<file path="src/rtl/uart_pkg.sv">
// uart_pkg: shared UART types, constants and the data-length clamp helper.
package uart_pkg;
    localparam int UART_MIN_DATA_BITS = 5;
    localparam int DATA_LEN_W = 4;
    typedef enum logic [1:0] {
        PAR_NONE = 2'b00,
        PAR_EVEN = 2'b01,
        PAR_ODD  = 2'b10,
        PAR_MARK = 2'b11
    } parity_mode_e;
    typedef enum logic [2:0] {
        ST_IDLE,
        ST_START,
        ST_DATA,
        ST_PARITY,
        ST_STOP
`ifdef UART_TX_BREAK_EN
        , ST_BREAK
`endif
    } tx_state_e;
    function automatic logic [DATA_LEN_W-1:0] clamp_len(input logic [DATA_LEN_W-1:0] len, input int max_bits);
        return len < DATA_LEN_W'(UART_MIN_DATA_BITS) ? DATA_LEN_W'(UART_MIN_DATA_BITS) :
               len > DATA_LEN_W'(max_bits) ? DATA_LEN_W'(max_bits) : len;
    endfunction
endpackage

</file>
<file path="src/rtl/uart_bit_timer.sv">
// uart_bit_timer: counts oversample ticks and flags the tick that ends a bit time.
module uart_bit_timer #(
    parameter int OVERSAMPLE = 16
) (
    input  logic clk,
    input  logic reset_n,
    input  logic restart_i,
    input  logic tick_i,
    output logic bit_end_o
);
    localparam int CW = $clog2(OVERSAMPLE);
    logic [CW-1:0] cnt;
    assign bit_end_o = tick_i && cnt == CW'(OVERSAMPLE - 1);
    always_ff @(posedge clk or negedge reset_n) begin
        if (!reset_n) cnt <= '0;
        else if (restart_i) cnt <= '0;
        else if (tick_i) cnt <= cnt + 1'b1;
    end
endmodule

</file>
<file path="src/rtl/uart_tx_engine.sv">
// uart_tx_engine: UART transmitter with runtime data length, parity and stop bits.
// Define UART_TX_BREAK_EN to add the break_i input and line-break generation.
module uart_tx_engine
    import uart_pkg::*;
#(
    parameter int MAX_DATA_BITS = 9,
    parameter int OVERSAMPLE = 16
) (
    input  logic                     clk,
    input  logic                     reset_n,
    input  logic                     tx_en_i,
    input  logic                     tick_i,
    input  logic [DATA_LEN_W-1:0]    cfg_data_bits_i,
    input  logic [1:0]               cfg_parity_i,
    input  logic                     cfg_stop2_i,
    input  logic [MAX_DATA_BITS-1:0] tx_data_i,
    input  logic                     tx_valid_i,
`ifdef UART_TX_BREAK_EN
    input  logic                     break_i,
`endif
    output logic                     tx_ready_o,
    output logic                     tx_o,
    output logic                     busy_o,
    output logic                     done_o
);
    localparam int CW = DATA_LEN_W + 1;
    tx_state_e state, state_n;
    parity_mode_e par_mode, par_mode_n;
    logic [MAX_DATA_BITS-1:0] sh, sh_n;
    logic [CW-1:0] bit_cnt, bit_cnt_n;
    logic [DATA_LEN_W-1:0] len, len_n;
    logic stop2, stop2_n, stop_cnt, stop_cnt_n, par_acc, par_acc_n, tx_n, done_n;
    logic bit_end, restart;

    uart_bit_timer #(.OVERSAMPLE(OVERSAMPLE)) u_timer (
        .clk(clk),
        .reset_n(reset_n),
        .restart_i(restart),
        .tick_i(tick_i),
        .bit_end_o(bit_end)
    );

`ifdef UART_TX_BREAK_EN
    logic [CW-1:0] brk_bits;
    logic brk_min;
    assign brk_bits = CW'(2) + CW'(clamp_len(cfg_data_bits_i, MAX_DATA_BITS)) +
                      CW'(cfg_parity_i != PAR_NONE) + CW'(cfg_stop2_i);
    assign brk_min = bit_cnt + CW'(bit_end) >= brk_bits;
    assign tx_ready_o = reset_n && tx_en_i && state == ST_IDLE && !break_i;
    assign busy_o = state != ST_IDLE && state != ST_BREAK;
`else
    assign tx_ready_o = reset_n && tx_en_i && state == ST_IDLE;
    assign busy_o = state != ST_IDLE;
`endif

    always_ff @(posedge clk or negedge reset_n) begin
        if (!reset_n) begin
            state    <= ST_IDLE;
            par_mode <= PAR_NONE;
            sh       <= '0;
            bit_cnt  <= '0;
            len      <= '0;
            stop2    <= 1'b0;
            stop_cnt <= 1'b0;
            par_acc  <= 1'b0;
            tx_o     <= 1'b1;
            done_o   <= 1'b0;
        end else begin
            state    <= state_n;
            par_mode <= par_mode_n;
            sh       <= sh_n;
            bit_cnt  <= bit_cnt_n;
            len      <= len_n;
            stop2    <= stop2_n;
            stop_cnt <= stop_cnt_n;
            par_acc  <= par_acc_n;
            tx_o     <= tx_n;
            done_o   <= done_n;
        end
    end

    always_comb begin
        state_n    = state;
        par_mode_n = par_mode;
        sh_n       = sh;
        bit_cnt_n  = bit_cnt;
        len_n      = len;
        stop2_n    = stop2;
        stop_cnt_n = stop_cnt;
        par_acc_n  = par_acc;
        tx_n       = tx_o;
        done_n     = 1'b0;
        restart    = state == ST_IDLE || bit_end;
        case (state)
            ST_IDLE: begin
`ifdef UART_TX_BREAK_EN
                if (tx_en_i && break_i) begin
                    state_n    = ST_BREAK;
                    tx_n       = 1'b0;
                    bit_cnt_n  = '0;
                    stop_cnt_n = 1'b0;
                end else
`endif
                if (tx_valid_i && tx_ready_o) begin
                    state_n    = ST_START;
                    sh_n       = tx_data_i;
                    len_n      = clamp_len(cfg_data_bits_i, MAX_DATA_BITS);
                    par_mode_n = parity_mode_e'(cfg_parity_i);
                    stop2_n    = cfg_stop2_i;
                    par_acc_n  = 1'b0;
                    tx_n       = 1'b0;
                end
            end
            ST_START: if (bit_end) begin
                state_n   = ST_DATA;
                bit_cnt_n = '0;
                tx_n      = sh[0];
            end
            ST_DATA: if (bit_end) begin
                par_acc_n = par_acc ^ sh[0];
                if (bit_cnt == CW'(len) - 1'b1) begin
                    state_n    = par_mode == PAR_NONE ? ST_STOP : ST_PARITY;
                    stop_cnt_n = 1'b0;
                    tx_n       = (par_mode == PAR_EVEN || par_mode == PAR_ODD) ?
                                 (par_acc ^ sh[0] ^ (par_mode == PAR_ODD)) : 1'b1;
                end else begin
                    bit_cnt_n = bit_cnt + 1'b1;
                    sh_n      = sh >> 1;
                    tx_n      = sh[1];
                end
            end
            ST_PARITY: if (bit_end) begin
                state_n = ST_STOP;
                tx_n    = 1'b1;
            end
            ST_STOP: if (bit_end) begin
                if (stop2 && !stop_cnt) stop_cnt_n = 1'b1;
                else begin
                    state_n = ST_IDLE;
                    done_n  = 1'b1;
                end
            end
`ifdef UART_TX_BREAK_EN
            // stop_cnt marks the trailing high bit; its timer restarts on release
            ST_BREAK: begin
                if (stop_cnt) begin
                    if (bit_end) state_n = ST_IDLE;
                end else if (brk_min && !break_i) begin
                    stop_cnt_n = 1'b1;
                    tx_n       = 1'b1;
                    restart    = 1'b1;
                end else if (bit_end && bit_cnt < brk_bits) bit_cnt_n = bit_cnt + 1'b1;
            end
`endif
            default: state_n = ST_IDLE;
        endcase
    end
endmodule
</file>
<file path="config.mk">
export PLATFORM = sky130hd
export DESIGN_NAME = uart_tx_engine
export DESIGN_NICKNAME = d
export VERILOG_FILES = /design/src/rtl/uart_pkg.sv /design/src/rtl/uart_bit_timer.sv /design/src/rtl/uart_tx_engine.sv
export SDC_FILE = /design/constraint.sdc
export NUM_CORES = 1
export LEC_CHECK = 0
export CAP_MARGIN = 20
export CORE_ASPECT_RATIO = 0.7
export CORE_MARGIN = 1.5
export CORE_UTILIZATION = 44
export DETAILED_ROUTE_END_ITERATION = 10
export PLACE_DENSITY = 0.68
export SETUP_SLACK_MARGIN = 0.3
export SLEW_MARGIN = 25
export SYNTH_ARGS = -nofsm -noshare
export SYNTH_HDL_FRONTEND = slang
export SYNTH_SLANG_ARGS = --single-unit
export TNS_END_PERCENT = 1
</file>
<file path="constraint.sdc">
create_clock -name clk -period 2.3 [get_ports clk]
set_input_delay 0.23 -clock clk [delete_from_list [all_inputs] [get_ports clk]]
set_output_delay 0.23 -clock clk [all_outputs]
set_load 0.03 [all_outputs]
</file>
==> results of run 1 <==
## power by group through the flow
stage | Sequential (mW) | Clock [mW] | Combinational [mW]
2_1_floorplan | 0.814 | 0 | 0.432
3_3_place_gp | 0.858 | 0 | 0.528
3_5_place_dp | 0.873 | 0 | 0.552
4_1_cts | 0.864 | 0.546 | 0.573
5_1_grt | 0.889 | 0.580 | 0.667
6_report | 0.866 | 0.535 | 0.594
## per-layer routing
| metal | share of wire [%] | vias to the layer above | routed length [um] | global-route usage [%] |
|---|---|---|---|---|
| met4 | 1.4 | 0 | 58 | 4.68 |
| met5 | 0 | - | 0 | 0 |
| met1 | 48 | 776 | 1990 | 26.2 |
| met2 | 47 | 35 | 1930 | 30.2 |
| met3 | 4.3 | 7 | 179 | 5.04 |
| li1 | - | 740 | - | - |
## state kept, by name, indices dropped and copies added, names as in the netlist
signal       cells
stop_cnt         1
state            3
u_timer.cnt      4
par_acc          1
tx_o             1
par_mode         2
stop2            1
len              4
bit_cnt          5
sh               9
done_o           1
## logic make-up after synthesis
logic type	share of synthesized area [%]
simple gates	18.2
compound gates	14.9
flops	42.2
mux	12.4
buf+inv	5.20
xor+xnor	3.69
fa+ha+maj	3.29
## worst max path at each step
stage | startpoint | to | slack, ns | depth (start not counted)
after floorplan | len[0] | sh[0] | 0.39 | 7
after global placement | len[0] | sh[7] | 0.24 | 7
after detailed placement | len[0] | sh[7] | 0.14 | 7
after CTS | len[0] | sh[2] | 0.19 | 8
after global routing | len[0] | sh[2] | 0.18 | 8
final | len[0] | sh[6] | 0.29 | 8
## Yosys cell counts (all sizes together)
library cell | number | share of area (%)
a21o | 2 | 0.79
a21oi | 11 | 3.5
a22o | 1 | 0.46
a22oi | 1 | 0.40
a311o | 1 | 0.53
a31o | 2 | 0.92
a31oi | 3 | 0.99
a41o | 2 | 1.1
a41oi | 2 | 0.92
and2 | 1 | 0.33
and3 | 5 | 1.9
and4 | 1 | 0.46
and4bb | 1 | 0.66
buf | 8 | 3.0
clkbuf | 2 | 0.40
dfrtp | 31 | 41
dfstp | 1 | 1.4
ha | 5 | 3.3
inv | 9 | 1.8
mux2 | 18 | 11
mux2i | 3 | 1.6
nand2 | 12 | 2.5
nand2b | 1 | 0.33
nand3 | 4 | 1.1
nand3b | 2 | 0.79
nand4 | 3 | 0.99
nand4b | 1 | 0.46
nor2 | 17 | 3.8
nor2b | 1 | 0.33
nor3 | 10 | 2.9
nor4 | 2 | 0.66
nor4b | 1 | 0.79
o211a | 1 | 0.53
o211ai | 5 | 2.2
o21ai | 6 | 1.6
o31ai | 2 | 1.1
or2 | 1 | 0.33
xnor2 | 5 | 2.3
xor2 | 3 | 1.4
## stage by stage
stage,hold slack (ns),util (%)
final,0.371,58.6
after global routing,0.419,58.6
after CTS,0.387,57.6
after detailed placement,0.492,53.8
after global placement,0.474,53.8
after floorplan,-0.0656,-
## area by class of cell
cell class	instances	area (sq um)
Clock buffer	5	68.8
Clock inverter	3	42.5
Fill cell	349	1670
Inverter	9	33.8
Multi-Input combinational cell	136	1030
Sequential cell	32	802
Tap cell	52	65.1
Timing Repair Buffer	34	325
## layout by cell type (no fill, tap or decap), types with 4 or more instances in the layout
cell	n
nand2_1	10
ha_1	4
xnor2_1	5
inv_1	9
nor2_1	15
clkdlybuf4s50_1	23
buf_4	10
clkbuf_8	5
o21ai_0	6
nor3_1	9
and3_1	4
a21oi_1	9
nand3_1	4
dfrtp_1	31
o211ai_1	4
mux2_2	16
## timing repair
item,4_1_cts,5_1_grt
hold buffers,0,0
endpoints found under the hold margin,0,0
setup buffers,3,2
gates resized for setup,2,6
endpoints found under the setup margin,15,19
pin swaps,2,5
## worst register-to-register path: stages (launching register included)
cell      delay [ns]
dfrtp_1         0.39
inv_1           0.06
ha_2            0.20
and4bb_1        0.20
a22o_1          0.25
o211ai_2        0.26
a21oi_4         0.09
buf_12          0.15
mux2_1          0.30
==> impl_metrics.py, run 1 <==
metrics = {
    "power_and_ir_drop": {
        "intPower_mw": 1.34,
        "seqPwrFrac_pct": 43.4,
        "leakagePower_nw": 1.03,
        "p_per_area_nw_per_um2": 842,
        "p_switching_mw": 0.652,
        "power_frac_comb_pct": 29.8,
        "p_total_mw": 1.99,
        "swShare_pct": 32.7,
        "peakVddDrop_mv": 0.497,
        "pwr-share-clk_pct": 26.8,
    },
    "finish": {
        "area_growth_pct": 24.6,
        "drive_gt1_share_pct": 24.7,
        "fin_area_sq_um": 2370,
        "n_antenna_cell": 0,
        "layout.cells.non_filler": 271,
        "finalNetCount": 244,
    },
    "clock_network": {
        "clk_latency_ns": 0.28,
        "root_buffer": "clkbuf_8",
        "cts_tree": "built",
        "cts.sinks": 32,
        "htreeDepth": 2,
        "cts_max_path_buffers": 2,
        "clk_pin_slew_ns": 0.07,
        "numCtsBuffers": 5,
    },
    "timing": {
        "fmax_ghz": 0.497,
        "worstMarginPinSlew_ns": 0.485,
        "setup_viol": 0,
        "final.setup.tns_ns": 0,
        "finalCritPeriodShare_pct": 87.5,
        "rsz0062_at_grt": "yes",
        "timing_hold_violations_final": 0,
        "slew_headroom_pct": 67.6,
        "drv_slew": 0,
        "fin_crit_ns": 2.01,
        "finalWorstSetupSlack_ns": 0.287,
        "fin_skew_ns": 0.00766,
    },
    "routing": {
        "drtAntennaViolNets": 0,
        "drc": 0,
        "routedWlPerCell_um": 15.3,
        "firstDrtPassIters": 4,
        "routed-via-count": 1558,
        "wirelength_um": 4160,
        "vias_per_cell": 5.75,
        "drtIter0Drc": 121,
    },
    "synthesis": {
        "syn_area_sq_um": 1900,
        "seq_area_frac_synth_pct": 42.2,
        "syn_avg_cell_area_sq_um": 10.2,
        "ys_ff_latch": 32,
        "synth.distinct_cells": 50,
        "ys_warn_count": 0,
        "syn-num-nets": 213,
        "netlist_instances": 187,
    },
    "critical_path": {
        "ff2ff_path_depth": 8,
        "path_cells": "inv_1 > ha_2 > and4bb_1 > a22o_1 > o211ai_2 > a21oi_4 > buf_12 > mux2_1",
        "end_kind": "flop",
        "start_kind": "flop",
        "critical_path_class": "flop to flop",
        "cp_num_buf_inv": 2,
        "required_ns": 2.47,
        "reg2reg_slack_ns": 0.29,
        "slowest_stage": "dfrtp_1",
        "crit_path_max_fanout": 9,
        "r2r-start": "len[0]",
        "slowest_delay_ns": 0.39,
        "worst_r2r_endpoint": "sh[6]",
        "crit_family": "compound AO/OA/AOI/OAI gates",
        "cp.arrival_ns": 2.18,
    },
    "grt": {
        "grt.total_usage_pct": 19.1,
        "antenna_found_initial": 0,
        "grt_pass1_vias": 1468,
        "grt_start_max_net_pins": 34,
        "grt_overflow_total": 0,
        "grt_pass1_wl_um": 6830,
    },
    "placed_design": {
        "dpl_cell_area_sq_um": 2180,
        "place.gp.congestion": 0.815,
        "portBuffers": 24,
        "preCtsSetupSlack_ns": 0.141,
        "placed_cells": 258,
        "dp_hpwl_um": 2950,
    },
    "hold_path": {
        "worstHoldPathType": "input pin to async pin",
    },
    "floorplan": {
        "core_area_sq_um": 4040,
        "num_rows": 19,
        "initial_utilization_pct": 47.0,
        "fp.dieH_um": 58.0,
        "die_w_um": 81.6,
        "dieArea_sq_um": 4730,
        "io_pins": 25,
    },
    "run_status": {
        "status": "completed",
    },
    "job": {
        "cap_violations": 0,
    },
}
Power figures use the tool's default switching activity.
==> inputs of run 2 (changes only) <==
--- a/config.mk
+++ b/config.mk
@@ -12,8 +12,7 @@
 export DETAILED_ROUTE_END_ITERATION = 10
 export PLACE_DENSITY = 0.68
 export SETUP_SLACK_MARGIN = 0.3
-export SLEW_MARGIN = 25
 export SYNTH_ARGS = -nofsm -noshare
 export SYNTH_HDL_FRONTEND = slang
 export SYNTH_SLANG_ARGS = --single-unit
-export TNS_END_PERCENT = 1
+export TNS_END_PERCENT = 5
==> constraint.sdc (replaced) <==
create_clock -name clk -period 2.4 [get_ports clk]
set_input_delay 0.24 -clock clk [delete_from_list [all_inputs] [get_ports clk]]
set_output_delay 0.24 -clock clk [all_outputs]
set_load 0.03 [all_outputs]
==> run 2 against run 1 <==
  * Combinational power decreased by 8.1%
  * Clock-buffer cell count increased by 1
  * Utilization decreased by 1.6 points
  * Total power decreased by 12%
  * Critical endpoint unchanged
  * Critical path type unchanged
==> impl_metrics.py, run 2 (same netlist as run 1, synthesis figures left out) <==
metrics = {
    "timing": {
        "fin_skew_ns": 0.00333,
        "timing_hold_violations_final": 0,
        "worstMarginPinSlew_ns": 0.492,
        "final.setup.tns_ns": 0,
        "rsz0062_at_grt": "yes",
        "slew_headroom_pct": 66.9,
        "finalCritPeriodShare_pct": 84.8,
        "fmax_ghz": 0.491,
        "finalWorstSetupSlack_ns": 0.365,
        "fin_crit_ns": 2.04,
        "worst_hold_slack_ns": 0.404,
        "setup_viol": 0,
        "drv_slew": 0,
    },
    "power_and_ir_drop": {
        "peakVddDrop_mv": 0.404,
        "p_total_mw": 1.76,
        "leakagePower_nw": 0.994,
        "p_per_area_nw_per_um2": 765,
    },
    "placed_design": {
        "dp_hpwl_um": 2960,
        "portBuffers": 24,
        "preCtsSetupSlack_ns": 0.288,
        "place.gp.congestion": 0.825,
    },
    "finish": {
        "mostFrequentLayoutCell": "dfrtp_1",
        "drive_gt1_share_pct": 22.7,
        "n_antenna_cell": 0,
        "largest_register": "sh",
        "largest_reg_flops": 9,
        "area_growth_pct": 21.3,
        "final_util_pct": 57.0,
        "finalNetCount": 242,
        "filler_cell_count": 373,
        "final_cell_mix": "30 x dfrtp_1, 23 x clkdlybuf4s50_1, 16 x nor2_1, 16 x mux2_2, 10 x nand2_1",
        "reg_top3": "sh x9, bit_cnt x5",
    },
    "clock_network": {
        "clk_latency_ns": 0.28,
        "root_buffer": "clkbuf_8",
        "htreeDepth": 2,
        "cts_max_path_buffers": 2,
        "clk_pin_slew_ns": 0.06,
        "cts.sinks": 32,
        "cts_hold_buffers": 0,
        "cts_tree": "built",
        "numCtsBuffers": 5,
    },
    "critical_path": {
        "start_kind": "flop",
        "reg2reg_slack_ns": 0.36,
        "cp.arrival_ns": 2.20,
        "required_ns": 2.56,
        "critical_path_class": "flop to flop",
        "crit_path_max_fanout": 9,
        "end_kind": "flop",
    },
    "hold_path": {
        "worstHoldPathType": "input pin to async pin",
    },
    "grt": {
        "grt_start_max_net_pins": 34,
        "grt_pass1_vias": 1468,
        "grt_pass1_wl_um": 6900,
        "antenna_found_initial": 0,
        "grt.total_usage_pct": 19.3,
        "grt_overflow_total": 0,
    },
    "floorplan": {
        "dieArea_sq_um": 4730,
        "fp.dieH_um": 58.0,
        "io_pins": 25,
        "num_rows": 19,
        "core_area_sq_um": 4040,
        "initial_utilization_pct": 47.0,
        "die_w_um": 81.6,
    },
    "routing": {
        "drtIter0Drc": 93,
        "firstDrtPassIters": 4,
        "routedWlPerCell_um": 15.1,
        "wirelength_um": 4050,
        "drc": 0,
        "drtAntennaViolNets": 0,
        "vias_per_cell": 5.71,
        "routed-via-count": 1530,
    },
    "run_status": {
        "status": "completed",
    },
    "job": {
        "cap_violations": 0,
    },
}
run 2: cell types whose count changed in the layout (fill, tap and decap cells not counted), sizes merged:
cell | before | now
clkinvlp | 1 | 0
bufinv | 1 | 0
clkbuf | 5 | 6
buf | 11 | 9
run 2: per-layer routing:
layer,up-vias,wire length [um],track usage (%),part of all wire [%]
met2,37,1900,29.6,47
met1,749,1910,27.1,47
li1,739,-,-,-
met5,-,0,0,0
met4,0,34,4.43,0.84
met3,5,203,5.51,5.0
run 2: area by class of cell:
class	count	area, sq um	area share (%)
Timing Repair Buffer	32	310	13.5
Inverter	9	33.8	1.47
Sequential cell	32	803	34.9
Tap cell	52	65.1	2.82
Clock inverter	1	5.00	0.217
Clock buffer	6	72.6	3.15
Multi-Input combinational cell	136	1010	44.0
run 2: critical path, stage by stage (launching register included):
cell and delay (ns):
dfrtp_1 0.36, inv_1 0.05, ha_2 0.20, and4bb_1 0.20, a22o_1 0.25, o211ai_2 0.29
a21oi_4 0.10, buf_12 0.16, mux2_1 0.31
run 2: worst paths after layout:
path / startpoint / endpoint / cells after the start
max: len[0] / sh[6] / 8
min: reset_n / done_o / 2
max reg2reg: len[0] / sh[6] / 8
min reg2reg: sh[5] / sh[5] / 1
max in group asynchronous: reset_n / tx_o / 2
min in group clk: sh[5] / sh[5] / 1
run 2: what timing repair did:
item / in CTS / in global routing
pin swaps: 1 / 4
resized for setup: 1 / 5
setup endpoints to repair: 10 / 17
buffers inserted: 1 / 3
run 2: through the flow:
stage	instances	cell area [sq um]
2_1_floorplan	187	1900
3_3_place_gp	257	2170
3_5_place_dp	257	2170
4_1_cts	265	2270
5_1_grt	268	2300
6_report	268	2300
run 2: power by group:
part | switching (mW) | leakage, nW | total [mW] | internal [mW]
Sequential | 0.144 | 0.388 | 0.831 | 0.688
Clock | 0.189 | 0.0410 | 0.386 | 0.197
Combinational | 0.257 | 0.564 | 0.546 | 0.288
Total | 0.590 | 0.994 | 1.76 | 1.17
==> patch 1 (flow settings as in run 1) <==
Set the parameter `MAX_DATA_BITS` to 11 (it was 9).
--- a/src/rtl/uart_tx_engine.sv
+++ b/src/rtl/uart_tx_engine.sv
@@ -3,7 +3,7 @@
 module uart_tx_engine
     import uart_pkg::*;
 #(
-    parameter int MAX_DATA_BITS = 9,
+    parameter int MAX_DATA_BITS = 11,
     parameter int OVERSAMPLE = 16
 ) (
     input  logic                     clk,
Interface: changed (resized tx_data_i); port bits go from 25 to 27. No check against the original RTL was run, so the function may have changed too.
==> patch 1 against run 1 <==
Cell count grew 14%; critical path depth shrank 1; synthesized cell count grew 15%; cell area grew 5.9%; wire length grew 2.9%; clock power shrank 21%; worst setup slack lost 100 ps; total power grew 13%; sequential share of layout area grew 0.12 points; combinational power grew 49%; critical endpoint is now state[0]; sequential cell count grew 2; global-route usage grew 0.18 points; largest power group unchanged; area after synthesis grew 4.9%; sequential power grew 9.2%.
==> patch 1: results (changes against run 1) <==
Final layout
  – Layout cells sized above 1: 19.22% (-5.4 points)
  – Largest regs: sh: 11 flops, bit_cnt: 5 flops
  – Fill count: 397 (+14%)
  – Ant. Diodes: 0 (unchanged)
  – Fin nets: 282 (+16%)

Global route
  – First-pass GRT wire length: 7362 um (+7.8%)
  – All-Layer GR Usage: 19.28% (+0.18 points)
  – Initial antenna violation count: 0 (unchanged)
  – Vias in the first global route: 1548 (+5.4%)
  – Largest net degree at the start of global routing: 36 (+5.9%)
  – GRT Residual Overflow: 0 (unchanged)

Run
  – Max cap viols: 0 (unchanged)

Placement
  – PortBufs: 26 (+8.3%)
  – Hpwl dp: 3074 um (+4.1%)
  – Routability cong.: 0.8064 (-1.0%)

Synth
  – Asr flop ratio synth: 100.0% (unchanged)
  – Ys flop type: dfrtp_1
  – Most frequent cells after synthesis: nand2_1, dfrtp_1, nor2_1, o21ai_0
  – Seq/Total Area, Yosys: 42.75% (+0.55 points)
  – Syn_nets: 243 (+14%)
  – Total number of yosys warnings: 0 (unchanged)
  – Synth area leaders: dfrtp_1, nand2_1, mux2_4
  – Synth unique cells: 45 (-10%)

Timing
  – Skew final: 7.319 ps (-0.3373 ps)
  – Relative slew slack: 67.19% (-0.45 points)
  – Hold_ws: 384.1 ps (+13.06 ps)

Routing
  – Routed WL: 4277 um (+2.9%)
  – Initial DRC Count: 101 (-17%)
  – Drt pass-1 iters: 4 (unchanged)
  – Vias: 1629 (+4.6%)

CTS
  – Clock tree buffer depth: 2 (unchanged)
  – Maximum level of the CTS H-tree: 2 (unchanged)
  – CTS root buffer: clkbuf_8
  – CTS buffer count: 5 (unchanged)
  – Clk pin slew, worst setup/hold paths: 70 ps (about the same)
  – Clock Latency Late Sink: 290 ps

Worst setup path
  – CP arrival: 2310 ps (+130 ps)
  – CP max FO: 4 (-5)
  – R2R setup slack: 180 ps (-100 ps)

Pwr
  – Leakage power: 0.001110 uW (+8.2%)
  – Worst vdd ir: 0.4519 mV (-9.1%)
  – Switching share of total power: 34.25% (+1.6 points)

Outcome
  – Status: finished clean

Floorplan
  – Initial Utilization: 45.78% (-1.3 points)

Worst hold path
  – Hold WC Path Type: in2async
==> patch 1: power by group through the flow <==
stage	sequential, uW	clock, uW	combinational [uW]
2_1_floorplan	903	0	635
3_3_place_gp	946	0	832
3_5_place_dp	955	0	851
4_1_cts	949	438	887
5_1_grt	973	469	985
6_report	946	425	885
==> patch 1: per-layer routing <==
| metal | track usage [%] | vias up | wire length (um) |
|---|---|---|---|
| met5 | 0 | - | 0 |
| met2 | 27.41 | 30 | 1694 |
| met4 | 7.026 | 0 | 44 |
| met3 | 4.735 | 4 | 164 |
| met1 | 28.58 | 758 | 2374 |
| li1 | - | 837 | - |
==> patch 1: final timing paths <==
path                                       from           to  cells after the start
max in group asynchronous               reset_n         tx_o                      2
worst min register to register            sh[9]        sh[9]                      1
worst max-delay path                     len[1]     state[0]                      7
min in group clk                cfg_parity_i[0]  par_mode[0]                      3
worst min-delay path                    reset_n       done_o                      2
worst max register to register           len[1]     state[0]                      7
==> patch 1: what timing repair did <==
| item | CTS | global route |
|---|---|---|
| pin swaps | 2 | 2 |
| gates resized for setup | 3 | 1 |
| buffers inserted | 2 | 0 |
| setup endpoints to repair | 13 | 21 |
==> patch 1: final cells by class <==
class	count	area [um^2]	share of cell area, %
Timing Repair Buffer	41	370.4	14.77
Clock buffer	6	72.57	2.894
Sequential cell	34	852.1	33.98
Clock inverter	2	10.01	0.3992
Inverter	9	33.78	1.347
Multi-Input combinational cell	163	1100	43.86
Tap cell	55	68.82	2.745
==> patch 1: through the flow <==
| stage | setup WS [ps] | area [um^2] | power [uW] | utilization (%) | std cells |
|---|---|---|---|---|---|
| after floorplan | 189.8 | 2018 | 1539 | - | 215 |
| after global placement | 19.88 | 2396 | 1778 | 55.03 | 300 |
| after detailed placement | -25.31 | 2396 | 1805 | 55.03 | 300 |
| after CTS | 151.1 | 2505 | 2274 | 57.53 | 310 |
| after global routing | 110.5 | 2507 | 2428 | 57.59 | 310 |
| final | 182.3 | 2507 | 2257 | 57.59 | 310 |
==> patch 1: worst max-delay path: stages, from the launching register on <==
cell and delay, ps:
dfrtp_1 370, inv_1 90, ha_4 170, nand3b_4 70
a211o_1 330, a211o_4 360, or4_4 420, a221oi_2 210
==> patch 1: cells by family (layout without fill, tap and decap cells) <==
logic type	count (synthesis)	count (layout)	synth area share, %
adders and majority gates	6	6	3.641
xor gates and xnor gates	8	8	3.515
buffers and inverters	18	58	4.017
DFF	34	34	42.75
AOI/OAI and AO/OA	46	46	15.63
muxes	15	15	10.04
and+or+nand+nor	88	88	20.40
==> patch 2 (config.mk and constraints of run 1) <==
Made on the original files. Make the reset (`reset_n`) synchronous in 2 clocked blocks.
--- a/src/rtl/uart_bit_timer.sv
+++ b/src/rtl/uart_bit_timer.sv
@@ -11,7 +11,7 @@
     localparam int CW = $clog2(OVERSAMPLE);
     logic [CW-1:0] cnt;
     assign bit_end_o = tick_i && cnt == CW'(OVERSAMPLE - 1);
-    always_ff @(posedge clk or negedge reset_n) begin
+    always_ff @(posedge clk) begin
         if (!reset_n) cnt <= '0;
         else if (restart_i) cnt <= '0;
         else if (tick_i) cnt <= cnt + 1'b1;
--- a/src/rtl/uart_tx_engine.sv
+++ b/src/rtl/uart_tx_engine.sv
@@ -53,7 +53,7 @@
     assign busy_o = state != ST_IDLE;
 `endif
 
-    always_ff @(posedge clk or negedge reset_n) begin
+    always_ff @(posedge clk) begin
         if (!reset_n) begin
             state    <= ST_IDLE;
             par_mode <= PAR_NONE;
Formal check against the unedited RTL: differs if reset_n is asserted again (counterexample within 4 cycles, from zero or initial values and one cycle with reset_n low); with reset_n held inactive, the same outputs for 10 cycles.
==> patch 2 against run 1 <==
First-iteration DRC count down 34%; wire length shrank 8.3%; non-clock buffer count grew 2; count of clock-buffer cells in the layout increased by 2; worst setup slack better by 4.0 ps; sequential cell count stayed put; global-route usage decreased by 0.87 points; cell area fell by 3.9%; area after synthesis decreased by 6.2%; via count up 0.39%; critical endpoint is now sh[2]; highest routed layer unchanged.
Power is not compared: it rests on default switching activity, and its combinational part moved more than twofold at a synthesized area within 25%.
==> patch 2: results (changes against run 1) <==
Outcome
  – Status: finished clean

Placement
  – Hpwl dp: 2627 um (-11%)
  – DP Cell Count: 281 (+8.9%)
  – DP Worst Slack: 245.5 ps (+104.5 ps)
  – Routability cong.: 0.8134 (-0.17%)

Global route
  – Initial antenna violation count: 0 (unchanged)
  – Largest net degree at the start of global routing: 27 (-21%)
  – All-Layer GR Usage: 18.23% (-0.87 points)
  – First-pass GRT wire length: 6341 um (-7.2%)
  – Vias in the first global route: 1385 (-5.7%)

Worst setup path
  – CP max stage cell: a221o_1
  – CP arrival: 2220 ps (+40 ps)
  – R2r startpoint: len[1]
  – R2R depth: 8 (unchanged)
  – Reg-to-reg endpoint: sh[2]
  – CP max FO: 4 (-5)

Synth
  – Synth Instances: 207 (+11%)
  – Most frequent cells after synthesis: nand2_1, dfxtp_1, nor2_1, a21oi_1, mux2i_1
  – Ys flop type: dfxtp_1
  – Synth unique cells: 48 (-4.0%)
  – Synth area leaders: dfxtp_1, nand2_1, mux2i_1
  – Asr flop ratio synth: 0% (-100 points)
  – Seq/Total Area, Yosys: 35.93% (-6.3 points)
  – Syn_nets: 233 (+9.4%)

Routing
  – DRT met1 WL: 1995 um (+0.50%)
  – Metal3 WL: 235 um (+31%)
  – Initial DRC Count: 80 (-34%)
  – Drt wl/cell: 13.06 um (-15%)
  – Met2 WL: 1545 um (-20%)
  – Vias: 1564 (+0.39%)

Final layout
  – Layout cells sized above 1: 19.17% (-5.5 points)
  – Fill count: 360 (+3.2%)
  – Fin nets: 265 (+8.6%)
  – Fin cells: 292 (+7.7%)

Timing
  – Hold_ws: 462.7 ps (+91.65 ps)
  – Slew of the pin with the lowest slew margin: 642.5 ps (+157.1 ps)
  – Skew final: 4.900 ps (-2.757 ps)
  – Tmin final: 2009 ps (-4.008 ps)

Pwr
  – Worst vdd ir: 0.3854 mV

Worst hold path
  – Hold WC Path Type: reg2reg
==> patch 2: cell types whose count changed after synthesis, sizes merged, moves of 4 or more <==
cell,before,now
clkbuf,2,6
dfrtp,31,0
dfxtp,0,32
mux2,18,8
mux2i,3,11
nand2,12,34
nor3,10,2
o211ai,5,1
o31ai,2,6
==> patch 2: metal layers <==
metal / vias up / track usage (%)
li1: 788 / -
met1: 728 / 27.50
met2: 43 / 24.42
met3: 5 / 5.366
met4: 0 / 6.015
met5: - / 0
==> patch 2: cell families after synthesis <==
family                     Yosys count  synth area share (%)
AOI/OAI and AO/OA                   41                 16.49
xor gates and xnor gates            10                 5.333
adders and majority gates            5                 3.509
buffers and inverters               20                 5.965
DFF                                 32                 35.93
muxes                               19                 11.23
and+or+nand+nor                     80                 21.55
==> patch 2: metrics by stage <==
stage	total power [uW]	area (um^2)
floorplan	680.5	1794
global placement	739.2	2092
detailed placement	740.0	2092
CTS	1325	2217
global route	1385	2277
finish	1330	2277
==> patch 2: power by group <==
group / switching [uW] / internal, uW
Combinational: 75.5 / 83.4
Sequential: 9.49 / 568
Clock: 211 / 382
==> patch 2: area by class of cell <==
cell class | count | area share [%]
Multi-Input combinational cell | 155 | 47.03
Sequential cell | 32 | 28.24
Timing Repair Buffer | 36 | 14.84
Clock buffer | 7 | 4.231
Tap cell | 52 | 2.857
Inverter | 9 | 1.484
Clock inverter | 1 | 1.319
==> patch 2: what timing repair did <==
item / in CTS / in global routing
pin swaps: 0 / 4
endpoints found under the hold margin: 0 / 0
setup endpoints to repair: 11 / 18
hold buffers: 0 / 0
resized for setup: 1 / 11
gates cloned: 0 / 1
setup buffers: 0 / 2
